$ cat config.mk
export PLATFORM = sky130hd
export DESIGN_NAME = pc_fetch_unit_flat
export DESIGN_NICKNAME = d
export VERILOG_FILES = /design/src/rtl/pc_fetch_unit_pkg.sv /design/src/rtl/pc_fetch_unit_if.sv /design/src/rtl/pc_fetch_unit_fetch_buffer.sv /design/src/rtl/pc_fetch_unit.sv /design/src/flat_wrapper.sv
export SDC_FILE = /design/constraint.sdc
export NUM_CORES = 1
export LEC_CHECK = 0
export CORE_MARGIN = 3
export CORE_UTILIZATION = 56
export DETAILED_ROUTE_END_ITERATION = 12
export GPL_TIMING_DRIVEN = 0
export PLACE_DENSITY = 0.8
export SETUP_SLACK_MARGIN = 0.2
export SYNTH_ARGS = -nofsm -noshare
export SYNTH_HDL_FRONTEND = slang
export SYNTH_SLANG_ARGS = --single-unit
$ cat constraint.sdc
create_clock -name clk -period 6.05 [get_ports clk]
set_clock_uncertainty 0.05 [all_clocks]
set_input_delay 0.605 -clock clk [delete_from_list [all_inputs] [get_ports clk]]
set_output_delay 0.605 -clock clk [all_outputs]
set_load 0.005 [all_outputs]
$ cat src/rtl/pc_fetch_unit_pkg.sv
// Shared types and constants for the PC/fetch front end.
// Holds the FSM encoding, the buffer entry layout and small address helpers.
package pc_fetch_unit_pkg;

    typedef enum logic {
        S_BOOT = 1'b0,
        S_RUN  = 1'b1
    } fetch_state_e;

    typedef struct packed {
        logic [31:0] pc;
        logic [31:0] data;
    } buf_entry_t;

    localparam logic [31:0] NOP_INSN   = 32'h0000_0013;
    localparam logic [31:0] INSN_BYTES = 32'd4;

    function automatic logic [31:0] align_word(input logic [31:0] addr);
        return {addr[31:2], 2'b00};
    endfunction

endpackage

$ cat src/rtl/pc_fetch_unit_if.sv
// Fetch unit bus: redirect input, imem request/response, and decode-side instruction stream.
// out_fetch_misaligned exists only when FETCH_MISALIGN_TRAP_EN is defined.
interface pc_fetch_unit_if;
    logic        in_redirect_valid;
    logic [31:0] in_redirect_pc;
    logic        out_imem_req_valid;
    logic [31:0] out_imem_req_addr;
    logic        in_imem_req_ready;
    logic        in_imem_resp_valid;
    logic [31:0] in_imem_resp_data;
    logic        out_inst_valid;
    logic [31:0] out_inst_data;
    logic [31:0] out_inst_pc;
    logic        in_inst_ready;
`ifdef FETCH_MISALIGN_TRAP_EN
    logic        out_fetch_misaligned;
`endif

    modport master (
        input  in_redirect_valid, in_redirect_pc,
        output out_imem_req_valid, out_imem_req_addr,
        input  in_imem_req_ready, in_imem_resp_valid, in_imem_resp_data,
        output out_inst_valid, out_inst_data, out_inst_pc,
        input  in_inst_ready
`ifdef FETCH_MISALIGN_TRAP_EN
        , output out_fetch_misaligned
`endif
    );

    modport slave (
        output in_redirect_valid, in_redirect_pc,
        input  out_imem_req_valid, out_imem_req_addr,
        output in_imem_req_ready, in_imem_resp_valid, in_imem_resp_data,
        input  out_inst_valid, out_inst_data, out_inst_pc,
        output in_inst_ready
`ifdef FETCH_MISALIGN_TRAP_EN
        , input out_fetch_misaligned
`endif
    );
endinterface

$ cat src/rtl/pc_fetch_unit_fetch_buffer.sv
// Circular fetch buffer with alloc/fill/head pointers; entries hold {pc, data} plus a filled flag.
// Latency: fill becomes head_valid the next cycle (registered, no bypass).
// Backpressure: caller gates alloc by alloc_cnt; fills always have a slot; flush frees everything.
module fetch_buffer
    import pc_fetch_unit_pkg::*;
#(
    parameter int DEPTH = 4
) (
    input  logic                     clk,
    input  logic                     rst,
    input  logic                     flush,
    input  logic                     alloc_en,
    input  logic [31:0]              alloc_pc,
    input  logic                     fill_en,
    input  logic [31:0]              fill_data,
    input  logic                     pop_en,
    output logic                     head_valid,
    output logic [31:0]              head_pc,
    output logic [31:0]              head_data,
    output logic [$clog2(DEPTH):0]   alloc_cnt,
    output logic [$clog2(DEPTH):0]   unfilled_cnt
);
    localparam int AW = $clog2(DEPTH);
    localparam logic [AW:0] PTR_ONE = 1;

    buf_entry_t       ent_q [DEPTH];
    logic [DEPTH-1:0] filled_q;
    logic [AW:0]      alloc_ptr, fill_ptr, head_ptr;
    logic [AW-1:0]    alloc_idx, fill_idx, head_idx;
    logic             pop_ok;

    assign alloc_idx = alloc_ptr[AW-1:0];
    assign fill_idx  = fill_ptr[AW-1:0];
    assign head_idx  = head_ptr[AW-1:0];
    assign pop_ok    = pop_en && filled_q[head_idx];

    // Flush realigns fill/head onto alloc so the ring restarts empty where it stands.
    always_ff @(posedge clk) begin
        if (rst) begin
            alloc_ptr <= '0;
            fill_ptr  <= '0;
            head_ptr  <= '0;
            filled_q  <= '0;
            for (int i = 0; i < DEPTH; i++) ent_q[i] <= '0;
        end else if (flush) begin
            fill_ptr <= alloc_ptr;
            head_ptr <= alloc_ptr;
            filled_q <= '0;
        end else begin
            if (alloc_en) begin
                ent_q[alloc_idx].pc <= alloc_pc;
                alloc_ptr           <= alloc_ptr + PTR_ONE;
            end
            if (fill_en) begin
                ent_q[fill_idx].data <= fill_data;
                filled_q[fill_idx]   <= 1'b1;
                fill_ptr             <= fill_ptr + PTR_ONE;
            end
            if (pop_ok) begin
                filled_q[head_idx] <= 1'b0;
                head_ptr           <= head_ptr + PTR_ONE;
            end
        end
    end

    assign head_valid   = filled_q[head_idx];
    assign head_pc      = ent_q[head_idx].pc;
    assign head_data    = ent_q[head_idx].data;
    assign alloc_cnt    = alloc_ptr - head_ptr;
    assign unfilled_cnt = alloc_ptr - fill_ptr;
endmodule

$ cat src/rtl/pc_fetch_unit.sv
// PC owner and in-order word fetcher feeding decode; optional FETCH_MISALIGN_TRAP_EN misaligned-redirect trap.
// Latency: request issued cycle after redirect; response visible at out_inst one cycle after arrival.
// Backpressure: issue stops when allocated + still-to-drop reaches FIFO_DEPTH; responses never stalled.
module pc_fetch_unit
    import pc_fetch_unit_pkg::*;
#(
    parameter logic [31:0] RESET_PC   = 32'h0000_0000,
    parameter int          FIFO_DEPTH = 4
) (
    input  logic            clk,
    input  logic            rst,
    pc_fetch_unit_if.master bus
);
    localparam int             CW       = $clog2(FIFO_DEPTH) + 1;
    localparam logic [CW:0]    DEPTH_V  = (CW + 1)'(FIFO_DEPTH);
    localparam logic [CW-1:0]  DROP_ONE = 1;

    fetch_state_e  state_q, state_d;
    logic [31:0]   pc_q;
    logic [31:0]   redirect_target;
    logic [CW-1:0] drop_cnt_q;
    logic [CW-1:0] alloc_cnt, unfilled_cnt;
    logic [CW:0]   occupancy;
    logic          issue_ok, req_fire, fill_en, pop_en, head_valid, misaligned;

`ifdef FETCH_MISALIGN_TRAP_EN
    logic misaligned_q;

    always_ff @(posedge clk) begin
        if (rst)                        misaligned_q <= 1'b0;
        else if (bus.in_redirect_valid) misaligned_q <= |bus.in_redirect_pc[1:0];
    end

    assign misaligned               = misaligned_q;
    assign bus.out_fetch_misaligned = misaligned_q;
    assign redirect_target          = bus.in_redirect_pc;
`else
    assign misaligned      = 1'b0;
    assign redirect_target = align_word(bus.in_redirect_pc);
`endif

    // Words still owed by memory for flushed requests count against capacity until they drain.
    assign occupancy = {1'b0, alloc_cnt} + {1'b0, drop_cnt_q};

    always_comb begin
        state_d  = state_q;
        issue_ok = 1'b0;
        unique case (state_q)
            S_BOOT: state_d  = S_RUN;
            S_RUN:  issue_ok = !bus.in_redirect_valid && !misaligned && (occupancy < DEPTH_V);
        endcase
    end

    always_ff @(posedge clk) begin
        if (rst) state_q <= S_BOOT;
        else     state_q <= state_d;
    end

    assign req_fire = issue_ok && bus.in_imem_req_ready;
    assign fill_en  = bus.in_imem_resp_valid && (drop_cnt_q == '0) && !bus.in_redirect_valid;
    assign pop_en   = head_valid && bus.in_inst_ready && !bus.in_redirect_valid;

    always_ff @(posedge clk) begin
        if (rst) begin
            pc_q       <= RESET_PC;
            drop_cnt_q <= '0;
        end else if (bus.in_redirect_valid) begin
            pc_q       <= redirect_target;
            drop_cnt_q <= drop_cnt_q + unfilled_cnt - {{(CW-1){1'b0}}, bus.in_imem_resp_valid};
        end else begin
            if (req_fire) pc_q <= pc_q + INSN_BYTES;
            if (bus.in_imem_resp_valid && (drop_cnt_q != '0)) drop_cnt_q <= drop_cnt_q - DROP_ONE;
        end
    end

    fetch_buffer #(.DEPTH(FIFO_DEPTH)) u_buf (
        .clk          (clk),
        .rst          (rst),
        .flush        (bus.in_redirect_valid),
        .alloc_en     (req_fire),
        .alloc_pc     (pc_q),
        .fill_en      (fill_en),
        .fill_data    (bus.in_imem_resp_data),
        .pop_en       (pop_en),
        .head_valid   (head_valid),
        .head_pc      (bus.out_inst_pc),
        .head_data    (bus.out_inst_data),
        .alloc_cnt    (alloc_cnt),
        .unfilled_cnt (unfilled_cnt)
    );

    assign bus.out_imem_req_valid = issue_ok;
    assign bus.out_imem_req_addr  = pc_q;
    assign bus.out_inst_valid     = head_valid;
endmodule

$ cat src/flat_wrapper.sv
// flat-port wrapper written by rule: the top's interface ports become plain ports
module pc_fetch_unit_flat import pc_fetch_unit_pkg::*;
#(
    parameter logic [31:0] RESET_PC   = 32'h0000_0000,
    parameter int          FIFO_DEPTH = 4
)
  (clk, rst, bus_in_redirect_valid, bus_in_redirect_pc, bus_out_imem_req_valid, bus_out_imem_req_addr, bus_in_imem_req_ready, bus_in_imem_resp_valid, bus_in_imem_resp_data, bus_out_inst_valid, bus_out_inst_data, bus_out_inst_pc, bus_in_inst_ready);
  pc_fetch_unit_if bus_i ();
  input  logic clk;
  input  logic rst;
  input wire logic [$bits(bus_i.in_redirect_valid)-1:0] bus_in_redirect_valid;
  input wire logic [$bits(bus_i.in_redirect_pc)-1:0] bus_in_redirect_pc;
  output wire logic [$bits(bus_i.out_imem_req_valid)-1:0] bus_out_imem_req_valid;
  output wire logic [$bits(bus_i.out_imem_req_addr)-1:0] bus_out_imem_req_addr;
  input wire logic [$bits(bus_i.in_imem_req_ready)-1:0] bus_in_imem_req_ready;
  input wire logic [$bits(bus_i.in_imem_resp_valid)-1:0] bus_in_imem_resp_valid;
  input wire logic [$bits(bus_i.in_imem_resp_data)-1:0] bus_in_imem_resp_data;
  output wire logic [$bits(bus_i.out_inst_valid)-1:0] bus_out_inst_valid;
  output wire logic [$bits(bus_i.out_inst_data)-1:0] bus_out_inst_data;
  output wire logic [$bits(bus_i.out_inst_pc)-1:0] bus_out_inst_pc;
  input wire logic [$bits(bus_i.in_inst_ready)-1:0] bus_in_inst_ready;
  assign bus_i.in_redirect_valid = bus_in_redirect_valid;
  assign bus_i.in_redirect_pc = bus_in_redirect_pc;
  assign bus_out_imem_req_valid = bus_i.out_imem_req_valid;
  assign bus_out_imem_req_addr = bus_i.out_imem_req_addr;
  assign bus_i.in_imem_req_ready = bus_in_imem_req_ready;
  assign bus_i.in_imem_resp_valid = bus_in_imem_resp_valid;
  assign bus_i.in_imem_resp_data = bus_in_imem_resp_data;
  assign bus_out_inst_valid = bus_i.out_inst_valid;
  assign bus_out_inst_data = bus_i.out_inst_data;
  assign bus_out_inst_pc = bus_i.out_inst_pc;
  assign bus_i.in_inst_ready = bus_in_inst_ready;
  pc_fetch_unit #(.RESET_PC(RESET_PC), .FIFO_DEPTH(FIFO_DEPTH)) u_core (.clk(clk), .rst(rst), .bus(bus_i));
endmodule
==> flow_summary.json, run 1 <==
{
  "synth_ff_type": "edfxtp_1",
  "timing.rr.end": "u_core.u_buf.ent_q[1][46]",
  "critPathLaunchType": "register",
  "max-vdd-ir-drop_mv": 0.1899,
  "drive_gt1_frac": 0.1241,
  "core_um2": 23750,
  "synth.most_common_cell": "edfxtp_1",
  "hold_start": "u_core.u_buf.filled_q[2]",
  "gr-total-overflow": 0,
  "min_path_type": "reg -> reg",
  "muxShareOfSynthArea": 0.1061,
  "endpoint_kind": "register",
  "power.switching_w": 0.001176,
  "hold-path-endpoint": "u_core.u_buf.filled_q[2]",
  "vias_per_cell": 6.034,
  "synthAdderAreaFrac": 0.02197,
  "ant_nets": 0,
  "p_per_area_nw_per_um2": 290.2,
  "synth_commonest_cells": "edfxtp_1 (248), and3_1 (163), and2_1 (92)",
  "timing.fmax_ghz": 0.2207,
  "path_clk_slew_ns": 0.06,
  "gr-usage-all-layers": 0.2569,
  "rsz0062_at_grt": "false",
  "syn_area_um2": 13670,
  "post_layout_nonfiller_instances": 1521,
  "cts.sinks": 297,
  "grt_pass1_wl_um": 52450,
  "synth_compound_gate_area_share": 0.03570,
  "path_buf_inv": 2,
  "cts_made_buffers": 29,
  "worstMarginPinSlew_ns": 0.9620,
  "seq_power_share": 0.497,
  "crit_fanout": 30,
  "synthCells": 981,
  "rows": 56,
  "cts_tree": "done",
  "hpwl_um": 22350,
  "synth_area_leader_cell": "edfxtp_1",
  "ys_seq_area_frac": 0.6166,
  "dpl_worst_slack_ns": 1.689,
  "fin_crit_sh": 0.7490,
  "p_int_w": 0.003660,
  "grt_pass1_vias": 9403,
  "crit_required_ns": 6.17,
  "port_buffers": 161,
  "die_h_um": 162.2,
  "ys_warn_count": 0,
  "crit_arrival_ns": 4.65,
  "drc": 0,
  "synth_xor_area_frac": 0.01666,
  "path_cells": "inv_1 -> ha_1 -> inv_1 -> fa_1 -> xor2_1 -> xnor2_1 -> ha_1 -> nor4b_4 -> nand4_2 -> nor4_1 -> or2_2",
  "cts_max_level": 1,
  "grt_max_degree": 33,
  "yosys.area_share.simple": 0.1711,
  "vias": 9177,
  "io_pins": 168,
  "r2r_start": "u_core.u_buf.alloc_ptr[0]",
  "cap_viol_max_count": 0,
  "worst_hold_path.num_cells": 2,
  "finalMaxSlewViolations": 0,
  "die-width_um": 162.2,
  "slowest_delay_ns": 0.86,
  "layout_setup_ws_ns": 1.518,
  "clk_latency_ns": 0.55,
  "clockPowerShare": 0.364,
  "synth_top_area_frac": 0.5449,
  "synth_area_leaders": "edfxtp_1 (54%), mux4_2 (10%), and3_1 (7.5%)",
  "outcome": "finished, final reports clean",
  "syn_to_final_growth_pct": 21.92,
  "start_util": 0.5754,
  "slew_headroom": 0.3527,
  "cpLargestDelayFamily": "simple AND/OR/NAND/NOR gates",
  "gp_congestion": 0.9285,
  "wl_per_cell_um": 22.41,
  "worstRegToRegCells": 11,
  "cts_resized": 0,
  "netlist-cell-type-count": 54,
  "clk_path_buf_depth": 3,
  "async_reset_ff_frac": 0,
  "post-route-min-period_ns": 4.532,
  "ys_seq_elements": 297,
  "hold_violations": 0,
  "dieArea_um2": 26320,
  "fillerInstances": 1553,
  "drt_iter0_markers": 946,
  "p_sw_frac": 0.2432,
  "crit_type": "reg -> reg",
  "cp_slowest_cell": "or2_2",
  "nNetsFinal": 1269,
  "postCtsSetupBuffers": 0,
  "final-setup-viol-count": 0,
  "ff2ff_setup_slack_ns": 1.52,
  "synth_top_family_by_area": "simple AND/OR/NAND/NOR gates",
  "postCtsHoldBufs": 0,
  "antenna_found_initial": 0,
  "pwr-share-comb": 0.140,
  "synth_area_per_cell_um2": 13.93,
  "synth_edf_count": 248,
  "leakage_nw": 6.451,
  "wl_um": 34080,
  "placedCellCount": 1466,
  "drtPass1Iterations": 6,
  "clock_tree.root_cell": "clkbuf_16"
}
## worst reg2reg max path, delay by kind of cell, from the launching register on
family / cells / cell delay [ns]
simple gates: 4 / 2.34
fa+ha+maj: 3 / 0.84
flops: 1 / 0.41
xor+xnor: 2 / 0.29
buf+inv: 2 / 0.23
## through the flow
| step | setup TNS, ns | hold WS [ns] | utilization | total power (W) | cell area [µm²] |
|---|---|---|---|---|---|
| 5_1_grt | 0 | 0.5067 | 0.7015 | 0.004993 | 16660 |
| 2_1_floorplan | 0 | 0.4409 | - | 0.002771 | 13680 |
| 4_1_cts | 0 | 0.4802 | 0.7015 | 0.004842 | 16660 |
| 6_report | 0 | 0.4812 | 0.7016 | 0.004835 | 16660 |
| 3_5_place_dp | 0 | 0.4666 | 0.6627 | 0.003110 | 15740 |
| 3_3_place_gp | -38.43 | 0.4591 | 0.6606 | 0.003095 | 15690 |
## routing by layer
| metal | track usage | part of all wire | vias to the layer above |
|---|---|---|---|
| li1 | - | - | 4103 |
| met3 | 0.03928 | 0.083 | 94 |
| met5 | 0 | 0 | - |
| met4 | 0.09655 | 0.037 | 0 |
| met2 | 0.4148 | 0.49 | 469 |
| met1 | 0.3579 | 0.39 | 4511 |
## cells by family (layout without fill, tap and decap cells)
| logic type | count (synthesis) | after routing |
|---|---|---|
| AOI/OAI and AO/OA | 78 | 78 |
| xor gates and xnor gates | 26 | 26 |
| adders and majority gates | 21 | 21 |
| buffers and inverters | 106 | 323 |
| DFF | 297 | 297 |
| muxes | 66 | 66 |
| other | 1 | 5 |
| and+or+nand+nor | 386 | 386 |
## flip-flops by register name, indices dropped and copies added, names as in the netlist, named ones only
signal                        count
u_core.u_buf.ent_q              248
u_core.u_buf.fill_ptr             3
u_core.u_buf.head_ptr             3
u_core.u_buf.alloc_ptr            3
u_core.bus.out_imem_req_addr     30
u_core.u_buf.filled_q             4
u_core.state_q                    1
u_core.drop_cnt_q                 3
## power groups by stage
stage          Clock [W]  Combinational [W]  Sequential, W
2_1_floorplan          0           0.000353        0.00242
3_3_place_gp           0           0.000655        0.00244
3_5_place_dp           0           0.000667        0.00244
4_1_cts          0.00177           0.000676        0.00240
5_1_grt          0.00185           0.000727        0.00241
6_report         0.00176           0.000675        0.00240
## layout by cell type, fill, tap and decap left out, types with 15 or more instances in the layout
cell             instances
nand2_1                 27
and3_1                 163
ha_1                    16
and2_1                  92
nor2_1                  34
clkdlybuf4s50_1        161
dfxtp_1                 49
inv_1                   21
mux4_2                  63
edfxtp_1               248
clkbuf_16               29
a21oi_1                 28
clkbuf_1                64
xnor2_1                 15
## worst max-delay path by stage
stage / startpoint / to / slack [ns] / depth (start not counted)
finish: u_core.u_buf.alloc_ptr[0] / u_core.u_buf.ent_q[1][46] / 1.52 / 11
global route: u_core.u_buf.alloc_ptr[0] / u_core.u_buf.ent_q[1][53] / 1.40 / 11
CTS: u_core.u_buf.alloc_ptr[0] / u_core.u_buf.ent_q[1][59] / 1.65 / 11
detailed placement: u_core.u_buf.alloc_ptr[0] / u_core.u_buf.ent_q[1][57] / 1.69 / 11
global placement: u_core.u_buf.head_ptr[0] / u_core.u_buf.ent_q[3][57] / -1.28 / 11
floorplan: u_core.u_buf.alloc_ptr[0] / u_core.u_buf.ent_q[3][34] / 0.73 / 12
## cell type report
| class | instances | area (µm²) | area share |
|---|---|---|---|
| Antenna cell | 1 | 2.502 | 0.0001502 |
| Timing Repair Buffer | 163 | 1638 | 0.09828 |
| Tap cell | 319 | 399.1 | 0.02395 |
| Clock inverter | 23 | 188.9 | 0.01134 |
| Buffer | 84 | 349.1 | 0.02095 |
| Multi-Input combinational cell | 581 | 4843 | 0.2906 |
| Sequential cell | 297 | 8428 | 0.5057 |
| Inverter | 22 | 82.58 | 0.004955 |
| Clock buffer | 31 | 733.2 | 0.04400 |
(Power assumes the default switching activity.)
==> run 2: changes to the inputs <==
CORE_UTILIZATION = 51   (was 56)
PLACE_DENSITY = 0.77   (was 0.8)
clock period = 4 ns   (was 6.05 ns; I/O delays follow)
==> flow_summary.json, run 2 (synthesized netlist as in run 1, its figures left out) <==
{
  "endpoint_kind": "register",
  "crit_required_ns": 4.37,
  "timing.hold.ws_ns": 0.3799,
  "worstMarginPinSlew_ns": 0.9510,
  "cts.sinks": 297,
  "ant_nets": 0,
  "cts_made_buffers": 30,
  "hpwl_um": 23160,
  "hold_violations": 0,
  "fin_crit_sh": 0.9455,
  "gp_congestion": 0.8816,
  "grt_pass1_vias": 9432,
  "rows": 59,
  "crit_type": "reg -> reg",
  "antenna_found_initial": 1,
  "cts_max_level": 1,
  "gr-total-overflow": 0,
  "grt_max_degree": 33,
  "drive_gt1_frac": 0.1374,
  "cap_viol_max_count": 0,
  "gr-usage-all-layers": 0.2413,
  "wl_per_cell_um": 22.79,
  "drc": 0,
  "clk_latency_ns": 0.55,
  "dieArea_um2": 28800,
  "min_path_type": "in -> reg",
  "max-vdd-ir-drop_mv": 0.3424,
  "crit_fanout": 10,
  "final-setup-viol-count": 0,
  "largest_register_ffs": 248,
  "post-route-min-period_ns": 3.782,
  "vias": 9266,
  "nNetsFinal": 1278,
  "leakage_nw": 6.557,
  "postCtsHoldBufs": 0,
  "p_total_w": 0.007546,
  "clk_path_buf_depth": 3,
  "slew_headroom": 0.3638,
  "worst_hold_path.num_cells": 3,
  "syn_to_final_growth_pct": 23.65,
  "max_flop_register": "u_core.u_buf.ent_q",
  "cts_tree": "done",
  "crit_arrival_ns": 4.15,
  "fillerInstances": 1874,
  "core_um2": 26210,
  "start_util": 0.5216,
  "worstRegToRegCells": 13,
  "critPathLaunchType": "register",
  "final_cell_mix": "edfxtp_1 (248), and3_1 (162), clkdlybuf4s50_1 (160), and2_1 (92), clkbuf_1 (68)",
  "port_buffers": 161,
  "timing.fmax_ghz": 0.2644,
  "wl_um": 35190,
  "layout_commonest_cell": "edfxtp_1",
  "die-width_um": 169.7,
  "vias_per_cell": 6.001,
  "die_h_um": 169.7,
  "drt_iter0_markers": 937,
  "finalMaxSlewViolations": 0,
  "grt_pass1_wl_um": 53650,
  "path_clk_slew_ns": 0.07,
  "rsz0062_at_grt": "true",
  "p_per_area_nw_per_um2": 446.5,
  "io_pins": 168,
  "clock_tree.root_cell": "clkbuf_16",
  "drtPass1Iterations": 5,
  "outcome": "finished, final reports clean"
}
[run 2: area by class of cell]
class | count | area [µm²] | share of cell area
diodes | 1 | 2.502 | 0.0001481
plain buffers | 84 | 352.8 | 0.02088
clock buffers | 40 | 829.5 | 0.04909
clock inverters | 13 | 166.4 | 0.009847
inverters | 22 | 85.08 | 0.005034
multi-input cells | 583 | 4907 | 0.2904
flip-flops and latches | 297 | 8436 | 0.4991
well taps | 335 | 419.2 | 0.02480
repair buffers | 169 | 1702 | 0.1007
[run 2: worst paths after layout]
kind,start,endpoint,slack [ns]
worst min-delay path,bus_in_redirect_pc[28],u_core.bus.out_imem_req_addr[28],0.38
worst max-delay path,u_core.u_buf.alloc_ptr[0],u_core.u_buf.ent_q[2][60],0.22
worst min register to register,u_core.u_buf.filled_q[2],u_core.u_buf.filled_q[2],0.47
worst max register to register,u_core.u_buf.alloc_ptr[0],u_core.u_buf.ent_q[2][60],0.22
[run 2: timing repair]
| action | in CTS | in global routing |
|---|---|---|
| setup endpoints to repair | 165 | 165 |
| setup buffers | 5 | 1 |
| gates resized for setup | 11 | 4 |
| cloned | 1 | 1 |
| pin swaps | 3 | 3 |
[run 2: per-stage QoR]
stage	TNS, ns	area (µm²)	util	instances	setup WS [ns]
4_1_cts	0	16860	0.6435	1541	0.08137
5_1_grt	0	16900	0.6449	1544	0.1042
6_report	0	16900	0.6449	1544	0.2180
3_5_place_dp	-24.32	15780	0.6020	1482	-0.3698
3_3_place_gp	-37.19	15740	0.6005	1480	-0.5623
2_1_floorplan	0	13710	-	984	0.2235
[run 2: layer usage]
metal | global-route usage | vias up | part of all wire
met5 | 0 | - | 0
met4 | 0.06863 | 0 | 0.024
met1 | 0.3393 | 4676 | 0.41
met2 | 0.3993 | 399 | 0.50
met3 | 0.03238 | 60 | 0.072
li1 | - | 4131 | -
[run 2: power breakdown]
group	switching, W	total (W)	leakage, nW	internal (W)
clock	0.00116	0.00286	0.490	0.00170
combinational	0.000547	0.00105	3.09	0.000506
sequential	0.000103	0.00363	2.97	0.00353
total	0.00181	0.00755	6.56	0.00574
[run 2: critical path: stages (launching register included)]
cell and delay [ns]:
dfxtp_4 0.36, inv_4 0.08, ha_1 0.14, inv_1 0.04, fa_1 0.36, xor2_1 0.16, xnor2_1 0.14, ha_1 0.33
nor4b_4 0.30, buf_4 0.19, nand4_4 0.19, nor4_2 0.64, clkbuf_1 0.45, and2_1 0.21
==> run 3: changes to the inputs <==
CORE_MARGIN = 2   (was 3)
==> flow_summary.json, run 3 (synthesized netlist as in run 1, its figures left out) <==
{
  "path_cells": "inv_4 -> ha_1 -> inv_1 -> fa_1 -> xor2_1 -> xnor2_1 -> ha_1 -> nor4b_4 -> buf_4 -> nand4_4 -> nor4_2 -> or2_4",
  "endpoint_kind": "register",
  "met3_length_um": 2740,
  "leakage_nw": 6.538,
  "max_flop_register": "u_core.u_buf.ent_q",
  "crit_required_ns": 4.16,
  "final-setup-viol-count": 0,
  "syn_to_final_growth_pct": 23.65,
  "wl_met2_um": 17840,
  "timing.fmax_ghz": 0.2635,
  "fin_crit_sh": 0.9489,
  "min_path_type": "in -> reg",
  "drc": 0,
  "cts_tree": "done",
  "routed.top_layer": "met4",
  "critPathLaunchType": "register",
  "worst_hold_path.num_cells": 3,
  "p_per_area_nw_per_um2": 445.8,
  "r2r_start": "u_core.u_buf.alloc_ptr[0]",
  "ff2ff_setup_slack_ns": 0.20,
  "die-width_um": 167.7,
  "pwr-share-comb": 0.141,
  "wl_um": 36270,
  "port_buffers": 161,
  "gr-total-overflow": 0,
  "antenna_found_initial": 1,
  "drtPass1Iterations": 5,
  "dieArea_um2": 28130,
  "slew_headroom": 0.3668,
  "drive_gt1_frac": 0.1377,
  "final_cell_mix": "edfxtp_1 (248), and3_1 (162), clkdlybuf4s50_1 (161), and2_1 (92), clkbuf_1 (68)",
  "hpwl_um": 23160,
  "max-vdd-ir-drop_mv": 0.3712,
  "nNetsFinal": 1281,
  "clockPowerShare": 0.377,
  "wl_per_cell_um": 23.41,
  "clk_path_buf_depth": 3,
  "hold_start": "bus_in_redirect_pc[24]",
  "layout_commonest_cell": "edfxtp_1",
  "finalMaxSlewViolations": 0,
  "cap_viol_max_count": 0,
  "power.switching_w": 0.001847,
  "post-route-min-period_ns": 3.795,
  "rsz0062_at_grt": "false",
  "worstRegToRegCells": 12,
  "dpl_worst_slack_ns": -0.3588,
  "cts_max_level": 1,
  "crit_fanout": 15,
  "clock_tree.root_cell": "clkbuf_16",
  "hold-path-endpoint": "u_core.bus.out_imem_req_addr[24]",
  "worstMarginPinSlew_ns": 0.9464,
  "crit_arrival_ns": 3.96,
  "drt_iter0_markers": 1059,
  "largest_register_ffs": 248,
  "grt_pass1_vias": 9458,
  "cts.sinks": 297,
  "vias": 9331,
  "crit_type": "reg -> reg",
  "p_int_w": 0.005686,
  "core_um2": 26210,
  "slowest_delay_ns": 0.65,
  "rows": 59,
  "crit_start": "u_core.u_buf.alloc_ptr[0]",
  "clk_latency_ns": 0.56,
  "hold_violations": 0,
  "gp_congestion": 0.8705,
  "wl_met1_um": 14440,
  "cts_made_buffers": 31,
  "grt_pass1_wl_um": 54030,
  "grt_max_degree": 33,
  "vias_per_cell": 6.024,
  "final.setup.tns_ns": 0,
  "seq_power_share": 0.483,
  "gr-usage-all-layers": 0.2506,
  "crit_path_frequent_cell": "ha_1",
  "die_h_um": 167.7,
  "p_sw_frac": 0.2452,
  "outcome": "finished, final reports clean",
  "ant_nets": 0,
  "timing.hold.ws_ns": 0.3678,
  "start_util": 0.5216,
  "layout_setup_ws_ns": 0.2046,
  "timing.rr.end": "u_core.u_buf.ent_q[1][37]",
  "path_clk_slew_ns": 0.06,
  "cp_slowest_cell": "nor4_2",
  "io_pins": 168
}
==> run 3: cell count changes in the layout (fill, tap and decap cells not counted), moves of 2 or more <==
| cell | before | now |
|---|---|---|
| clkinv_2 | 7 | 5 |
| clkinv_1 | 1 | 5 |
| or2_4 | 4 | 6 |
| buf_6 | 0 | 3 |
==> run 3: stage by stage <==
| step | util | cells | power (W) | instance area [µm²] |
|---|---|---|---|---|
| after global routing | 0.6449 | 1549 | 0.007756 | 16900 |
| after global placement | 0.6005 | 1480 | 0.004689 | 15740 |
| after floorplan | - | 984 | 0.004194 | 13710 |
| after detailed placement | 0.6019 | 1482 | 0.004718 | 15770 |
| after CTS | 0.6418 | 1541 | 0.007524 | 16820 |
| final | 0.6449 | 1549 | 0.007534 | 16900 |
==> run 3: worst max-delay path, delay by kind of cell, from the launching register on <==
family / cells / cell delay [ns]
adders and majority gates: 3 / 0.84
and+or+nand+nor: 4 / 1.54
buffers and inverters: 3 / 0.31
DFF: 1 / 0.40
xor gates and xnor gates: 2 / 0.30
==> run 3: how the worst max path moves through the flow <==
stage                                endpoint  cells past startpoint
detailed placement  u_core.u_buf.ent_q[1][56]                     10
floorplan           u_core.u_buf.ent_q[3][34]                     12
global placement    u_core.u_buf.ent_q[3][56]                     11
global route        u_core.u_buf.ent_q[1][37]                     12
finish              u_core.u_buf.ent_q[1][37]                     12
CTS                 u_core.u_buf.ent_q[1][37]                     11
==> run 3: what timing repair did <==
action / 4_1_cts / 5_1_grt
buffers inserted: 2 / 5
setup endpoints to repair: 151 / 197
pin swaps: 3 / 5
gates resized for setup: 9 / 9
hold buffers: 0 / 0
gates cloned: 1 / 2
==> run 3: metal layers <==
| layer | up-vias | global-route usage |
|---|---|---|
| met5 | - | 0 |
| met4 | 0 | 0.09830 |
| met3 | 87 | 0.03025 |
| met2 | 465 | 0.4194 |
| met1 | 4654 | 0.3387 |
| li1 | 4125 | - |
==> run 3: power by group through the flow <==
stage               logic, W  clock network, W  registers (W)
finish               0.00106           0.00284        0.00364
global route         0.00113           0.00298        0.00365
CTS                  0.00104           0.00285        0.00363
detailed placement   0.00102                 0        0.00370
global placement     0.00100                 0        0.00369
floorplan           0.000538                 0        0.00366
==> run 3: final cells by class <==
class	count	area (µm²)
Sequential cell	297	8433
Buffer	84	356.6
Clock inverter	16	161.4
Timing Repair Buffer	170	1694
Inverter	22	85.08
Fill cell	1859	9306
Antenna cell	1	2.502
Multi-Input combinational cell	584	4918
Tap cell	335	419.2
Clock buffer	40	829.5
